## config.mk

```make
export PLATFORM = sky130hd
export DESIGN_NAME = regfile_mp
export DESIGN_NICKNAME = d
export VERILOG_FILES = /design/src/rtl/regfile_mp.sv
export SDC_FILE = /design/constraint.sdc
export NUM_CORES = 2
export LEC_CHECK = 0
export BUFFER_PORTS_ARGS = -buffer_cell sky130_fd_sc_hd__buf_2
export CELL_PAD_IN_SITES_DETAIL_PLACEMENT = 0
export CELL_PAD_IN_SITES_GLOBAL_PLACEMENT = 1
export CORE_MARGIN = 5
export CORE_UTILIZATION = 53
export CTS_BUF_LIST = sky130_fd_sc_hd__clkbuf_4 sky130_fd_sc_hd__clkbuf_8
export DETAILED_ROUTE_END_ITERATION = 10
export PLACE_DENSITY_LB_ADDON = 0.1
export SLEW_MARGIN = 40
export SYNTH_ARGS = -nofsm -noshare
export SYNTH_HDL_FRONTEND = slang
export SYNTH_SLANG_ARGS = --single-unit
```

## constraint.sdc

```tcl
create_clock -name clk -period 2.5 [get_ports clk]
set_input_delay 0.25 -clock clk [delete_from_list [all_inputs] [get_ports clk]]
set_output_delay 0.25 -clock clk [all_outputs]
set_load 0.02 [all_outputs]
```

## src/rtl/regfile_mp.sv

```systemverilog
// Multi-port register file: two byte-enabled write ports (B over A on overlap),
// two combinational read ports, optional hardwired r0 and write-to-read bypass.
module regfile_mp #(
   parameter int DW      = 32,
   parameter int AW      = 5,
   parameter int ZERO_R0 = 1,
   parameter int BYPASS  = 1
) (
   input  logic             clk,
   input  logic             rst,
   input  logic             clr,
   input  logic             we_a,
   input  logic [AW-1:0]    waddr_a,
   input  logic [DW-1:0]    wdata_a,
   input  logic [DW/8-1:0]  wbe_a,
   input  logic             we_b,
   input  logic [AW-1:0]    waddr_b,
   input  logic [DW-1:0]    wdata_b,
   input  logic [DW/8-1:0]  wbe_b,
   input  logic [AW-1:0]    raddr1,
   input  logic [AW-1:0]    raddr2,
   output logic [DW-1:0]    rdata1,
   output logic [DW-1:0]    rdata2
);

   localparam int NB    = DW / 8;
   localparam int DEPTH = 1 << AW;

   logic [DW-1:0] mem_q [DEPTH];
   logic [DW-1:0] mem_d [DEPTH];

   // Per-lane resolution of one register: port B lane, else port A lane, else old lane.
   function automatic logic [DW-1:0] lane_mux(
      input logic [DW-1:0] old_v,
      input logic          hit_a,
      input logic [DW-1:0] wd_a,
      input logic [NB-1:0] be_a,
      input logic          hit_b,
      input logic [DW-1:0] wd_b,
      input logic [NB-1:0] be_b
   );
      logic [DW-1:0] r;
      r = old_v;
      for (int k = 0; k < NB; k++) begin
         if (hit_b && be_b[k]) begin
            r[8*k +: 8] = wd_b[8*k +: 8];
         end else if (hit_a && be_a[k]) begin
            r[8*k +: 8] = wd_a[8*k +: 8];
         end else begin
            r[8*k +: 8] = old_v[8*k +: 8];
         end
      end
      return r;
   endfunction

   // Read-port value: hardwired zero, bypassed next value, or stored value.
   function automatic logic [DW-1:0] read_port(input logic [AW-1:0] ra);
      logic [DW-1:0] r;
      if ((ZERO_R0 != 0) && (ra == '0)) begin
         r = '0;
      end else if ((BYPASS != 0) && rst) begin
         r = lane_mux(mem_q[ra], we_a && (waddr_a == ra), wdata_a, wbe_a,
                      we_b && (waddr_b == ra), wdata_b, wbe_b);
      end else begin
         r = mem_q[ra];
      end
      return r;
   endfunction

   // Next-state for every register: clear wins, r0 optionally pinned, else write merge.
   always_comb begin
      for (int i = 0; i < DEPTH; i++) begin
         if (clr) begin
            mem_d[i] = '0;
         end else if ((ZERO_R0 != 0) && (i == 0)) begin
            mem_d[i] = '0;
         end else begin
            mem_d[i] = lane_mux(mem_q[i], we_a && (waddr_a == AW'(i)), wdata_a, wbe_a,
                                we_b && (waddr_b == AW'(i)), wdata_b, wbe_b);
         end
      end
   end

   // Storage flops with asynchronous clear.
   always_ff @(posedge clk or negedge rst) begin
      if (!rst) begin
         for (int i = 0; i < DEPTH; i++) begin
            mem_q[i] <= '0;
         end
      end else begin
         for (int i = 0; i < DEPTH; i++) begin
            mem_q[i] <= mem_d[i];
         end
      end
   end

   // Combinational read ports.
   always_comb begin
      rdata1 = read_port(raddr1);
      rdata2 = read_port(raddr2);
   end

endmodule

```

* Word level (Yosys, flattened, before mapping)
Cells that the tools add are included.
** Word-level totals
- Bits of input ports :: 97
- Register bits :: 992
- Memories :: 0
- Output and inout port bits :: 64
- Logic and storage cells :: 955
- Bits in writable memories :: 0
- ROM bits :: 0
- Latch bits :: 0
** Operators by class
- Divide/modulo/power cells :: 0
- Reductions and logical operators :: 456
- Muxes and demuxes :: 305
- Multipliers :: 0
- Equal/unequal tests :: 66
- Bitwise operators :: 2
- $add $sub $neg :: 0
- Magnitude comparators :: 2
- Shift operators :: 0
** Operators with widths (number)
- $mux 8 :: 264
- $mux 32 :: 39
- $reduce_bool 3->1 :: 124
- $logic_and 1x1->1 :: 330
- $bmux 32 s5 :: 2
- $eq 5x5->1 const B :: 32
- $eq 5x4->1 const B :: 16
- $eq 5x3->1 const B :: 8
- $eq 5x2->1 const B :: 4
- $eq 5x5->1 :: 4
- $ge 6x6->1 const B :: 2
- $not 5->6 :: 2
- $eq 5x1->1 const B :: 2
- $logic_not 5->1 :: 2

* Longest topological paths before layout
- Depth in word-level cells :: 8
- Mapped depth :: 11
- Mapped depth without buffers :: 6

* Worst setup path after synthesis
Ideal clock, no wire load.
- Kind :: input to output
- Start :: input port raddr1[1]
- End :: output port rdata1[31]
- Arrival :: 2.030 ns
- Data required time :: 2.250 ns
- Path buffers :: 3
- Stages :: 8
- Slack :: 0.220 ns
- Cells stage by stage :: buf_4 > buf_6 > or2_2 > clkbuf_1 > o22ai_1 > nor2_1 > o211a_1 > o32ai_1
** Between the ends
- Word-level cells in the longest chain between the ends :: 8
- Elaborated cells between the ends (all ways) :: 15
- Classes of those cells :: 2 x eq/ne; 7 x mux; 1 x bitwise; 5 x reduce/logical
** RTL lines
- from (decl) :: line 20 : input logic [AW-1:0] raddr1,
- $not 5->6 (not written as such) :: line 62, 65
- $bmux 32 s5 :: line 62, 65
- $mux 32 (not written as such) (2 in series) :: line 62, 65
- $mux 8 :: line 47 : end else if (hit_a && be_a[k]) begin
- $mux 8 :: line 45 : if (hit_b && be_b[k]) begin
- $mux 32 :: line 61 : end else if ((BYPASS != 0) && rst) begin
- $mux 32 * :: line 59 : if ((ZERO_R0 != 0) && (ra == '0)) begin
- to (decl) :: line 22 : output logic [DW-1:0] rdata1,
Mark *: on every way between the ends. The rest lies on a longest branch, timed or not. The select of a mux whose other input is x is not followed.

* Final worst setup path
- Start :: register mem_q[596] (netlist name)
- End :: output port rdata2[20]
** Between the ends
- Word-level cells in the longest chain between the ends :: 7
** RTL lines
- from (decl) :: line 29 : logic [DW-1:0] mem_q [DEPTH];
- from (signal, indexed assignment) :: line 92 : mem_q[i] <= mem_d[i];
- $bmux 32 s5 * :: line 62, 65
- $mux 32 (not written as such) * (2 in series) :: line 62, 65
- $mux 8 :: line 47
- $mux 8 :: line 45
- $mux 32 * :: line 61
- $mux 32 * :: line 59
- to (decl) :: line 23 : output logic [DW-1:0] rdata2
Marks and branches as above.

==> results.py <==
metrics = {
    "run_status": {
        "status": "finished, violations left",
        "violations": "setup timing",
    },
    "grt": {
        "grt_usage_pct": 44.8,
        "grt_pass1_vias": 62900,
        "overflow": 0,
        "grt_max_degree": 126,
        "antenna_found_initial": 17,
        "grt_pass1_wl_mm": 453,
    },
    "clock_tree": {
        "insertion_delay_ns": 0.90,
        "cts_max_path_buffers": 3,
        "cts_root_buf": "clkbuf_8",
        "cts_tree": "done",
        "cts_htree_levels": 4,
        "path_clk_slew_ns": 0.06,
        "cts.sinks": 992,
        "numCtsBuffers": 182,
    },
    "setup_path": {
        "cpPeakStageDelay_ns": 0.48,
        "criticalPathCategory": "reg -> out",
        "cp.required_ns": 2.25,
        "critPathLaunchType": "flop",
        "cp_cell_sequence": "mux4_2, mux2_4, a211oi_2, buf_4, a221o_1, o22ai_4, buf_6",
        "timing.rr.end": "mem_q[146]$_DFFE_PN0P_",
        "r2r_setup_slack_ns": 1.54,
        "crit_path_max_fanout": 2,
        "arrival_ns": 3.04,
        "r2r_cells": 4,
        "critPathTopFamily": "multiplexers",
        "r2r-start": "mem_q[146]$_DFFE_PN0P_",
        "cpMaxStageDelayCell": "mux4_2",
        "end_kind": "output pin",
        "path_buf_inv": 2,
    },
    "synthesis": {
        "synth_nets": 6701,
        "synth_edf_count": 0,
        "avgSynthCellArea_sq_um": 10.5,
        "ys_async_sr_fraction_pct": 100,
        "ys_types": 71,
        "ys_ff_latch": 992,
        "yosys.area.top_type": "dfrtp_1",
        "synthTopCellsByArea": "dfrtp_1 (36%), mux2i_1 (18%), mux4_2 (11%)",
        "synth_top_area_share_pct": 35.8,
        "yosys_most_used_dff": "dfrtp_1",
        "yosys_warnings": 0,
        "ys_seq_area_share_pct": 35.8,
        "synth_cells": 6604,
        "syn_area_sq_mm": 0.0693,
    },
    "timing": {
        "max_freq_ghz": 0.304,
        "setup_ws_ns": -0.787,
        "hold_viol_final": 0,
        "holdWs_ns": 0.0695,
        "rsz0062_at_grt": "true",
        "fin_skew_ns": 0,
        "final_max_slew_viol_count": 0,
        "setup_viol": 64,
        "period_needed_ns": 3.29,
        "tightest_slew_ns": 0.811,
        "fin_crit_sh_pct": 131,
        "slew_headroom_pct": 45.9,
    },
    "routing": {
        "ant_nets": 0,
        "drc": 0,
        "wl_per_cell_um": 33.9,
        "via_per_inst": 7.01,
        "routed_wirelength_mm": 314,
        "firstDrtPassIters": 7,
        "drtIter0Drc": 8634,
        "dr_total_vias": 64900,
    },
    "power": {
        "power_frac_seq_pct": 38.5,
        "p_switching_w": 0.0160,
        "switching_share_pct": 33.1,
        "power.share.clock_pct": 36.2,
        "intPower_w": 0.0323,
        "power.leakage_nw": 42.6,
        "powerDensity_mw_per_mm2": 553,
        "p_comb_share_pct": 25.3,
        "irDropWorstVdd_uv": 479,
    },
    "die": {
        "dieArea_sq_mm": 0.138,
        "die_x_um": 372,
        "initial_utilization_pct": 53.4,
        "core_sq_mm": 0.130,
        "rows": 132,
        "io_pins": 161,
        "die_h_um": 372,
    },
    "placement": {
        "port_buffers": 160,
        "pre_cts_ws_ns": -0.781,
        "dp_hpwl_mm": 216,
        "globalplace.congestion": 1.05,
        "placed_area_sq_mm": 0.0787,
    },
    "finish": {
        "post-route-util_pct": 67.2,
        "layout_commonest_cell": "mux2i_1",
        "nets": 7451,
        "final_area_sq_mm": 0.0872,
        "drive_gt1_share_pct": 34.0,
        "reg.largest.list": "mem_q: 992 flops",
        "top_register": "mem_q",
        "nFillCells": 10400,
        "area_growth_pct": 25.8,
        "final_cell_mix": "mux2i_1 (1245), nand2_1 (1155), o31ai_1 (993)",
        "largest_reg_flops": 992,
    },
    "min_path": {
        "hp-class": "in -> async",
    },
    "job": {
        "cap_violations": 0,
    },
}
## cells in the mapped netlist (10+ instances only)
library cell     n
mux2i_1       1276
nand2_1       1168
o31ai_1        993
dfrtp_1        992
clkbuf_1       406
mux4_2         335
buf_2          218
mux2_2         128
a221oi_2       124
o22ai_1        112
nor2_1         108
a22oi_1         89
buf_1           70
buf_4           61
a221oi_1        55
o21ai_0         54
nor3_1          41
nand3_1         34
o221ai_1        34
a21oi_1         30
buf_6           22
nor2_2          19
nor2_4          16
xnor2_1         16
nor4_1          15
o32ai_1         15
a311oi_1        14
nor2b_1         13
a221o_1         11
inv_1           11
nand2b_1        10
## metrics by stage
step	setup TNS (ns)	cells	total power, W
2_1_floorplan	0	6604	0.0245
3_3_place_gp	-19.06	8751	0.0292
3_5_place_dp	-19.68	8751	0.0294
4_1_cts	-34.78	9224	0.0477
5_1_grt	-35.26	9253	0.0497
6_report	-31.10	9259	0.0482
## metal layers
metal	global-route usage, %	share of wire [%]	wire, um
met5	0	0.0041	13
met4	26.2	7.2	22600
met3	13.3	12	38300
met2	63.9	42	131000
met1	60.7	39	122000
## power groups by stage
stage / Clock [W] / Sequential, W / Combinational, W
after global routing: 0.0183 / 0.0187 / 0.0127
after CTS: 0.0176 / 0.0185 / 0.0116
after detailed placement: 0 / 0.0188 / 0.0106
after floorplan: 0 / 0.0183 / 0.00616
after global placement: 0 / 0.0187 / 0.0104
final: 0.0175 / 0.0186 / 0.0122
## worst max path at each step
stage                 end  depth (start not counted)                   start
6_report       rdata2[20]                          7  mem_q[596]$_DFFE_PN0P_
5_1_grt        rdata2[20]                          7  mem_q[628]$_DFFE_PN0P_
4_1_cts        rdata1[16]                          7  mem_q[144]$_DFFE_PN0P_
3_5_place_dp    rdata1[4]                         12               raddr1[1]
3_3_place_gp    rdata1[7]                         11               raddr1[1]
2_1_floorplan  rdata1[31]                          8               raddr1[1]
## tightest hold or removal path, cell delays in order
cell	delay, ns
buf_8	0.19
dlygate4sd3_1	0.66
buf_12	0.21
## cell families after synthesis
group           count (synthesis)  share of synthesized area [%]
compound gates               1583                           18.3
xor+xnor                       20                          0.253
flops                         992                           35.8
mux                          1741                           31.5
buf+inv                       796                           5.33
simple gates                 1472                           8.85
## timing repair
action,in CTS,in global routing
hold endpoints to repair,1430,0
resized for setup,436,150
setup endpoints to repair,64,64
gates cloned,0,0
pin swaps,144,96
buffers inserted,71,36
hold buffers,84,0
## final cells by class
cell class,count,area (sq um),share of cell area (%)
Antenna cell,13,32.5,0.0373
Clock buffer,297,3720,4.27
Clock inverter,37,344,0.395
Inverter,15,56.3,0.0646
Multi-Input combinational cell,4816,43300,49.7
Sequential cell,992,24800,28.5
Tap cell,1742,2180,2.50
Timing Repair Buffer,1347,12700,14.6
Power figures use the tool's default switching activity.
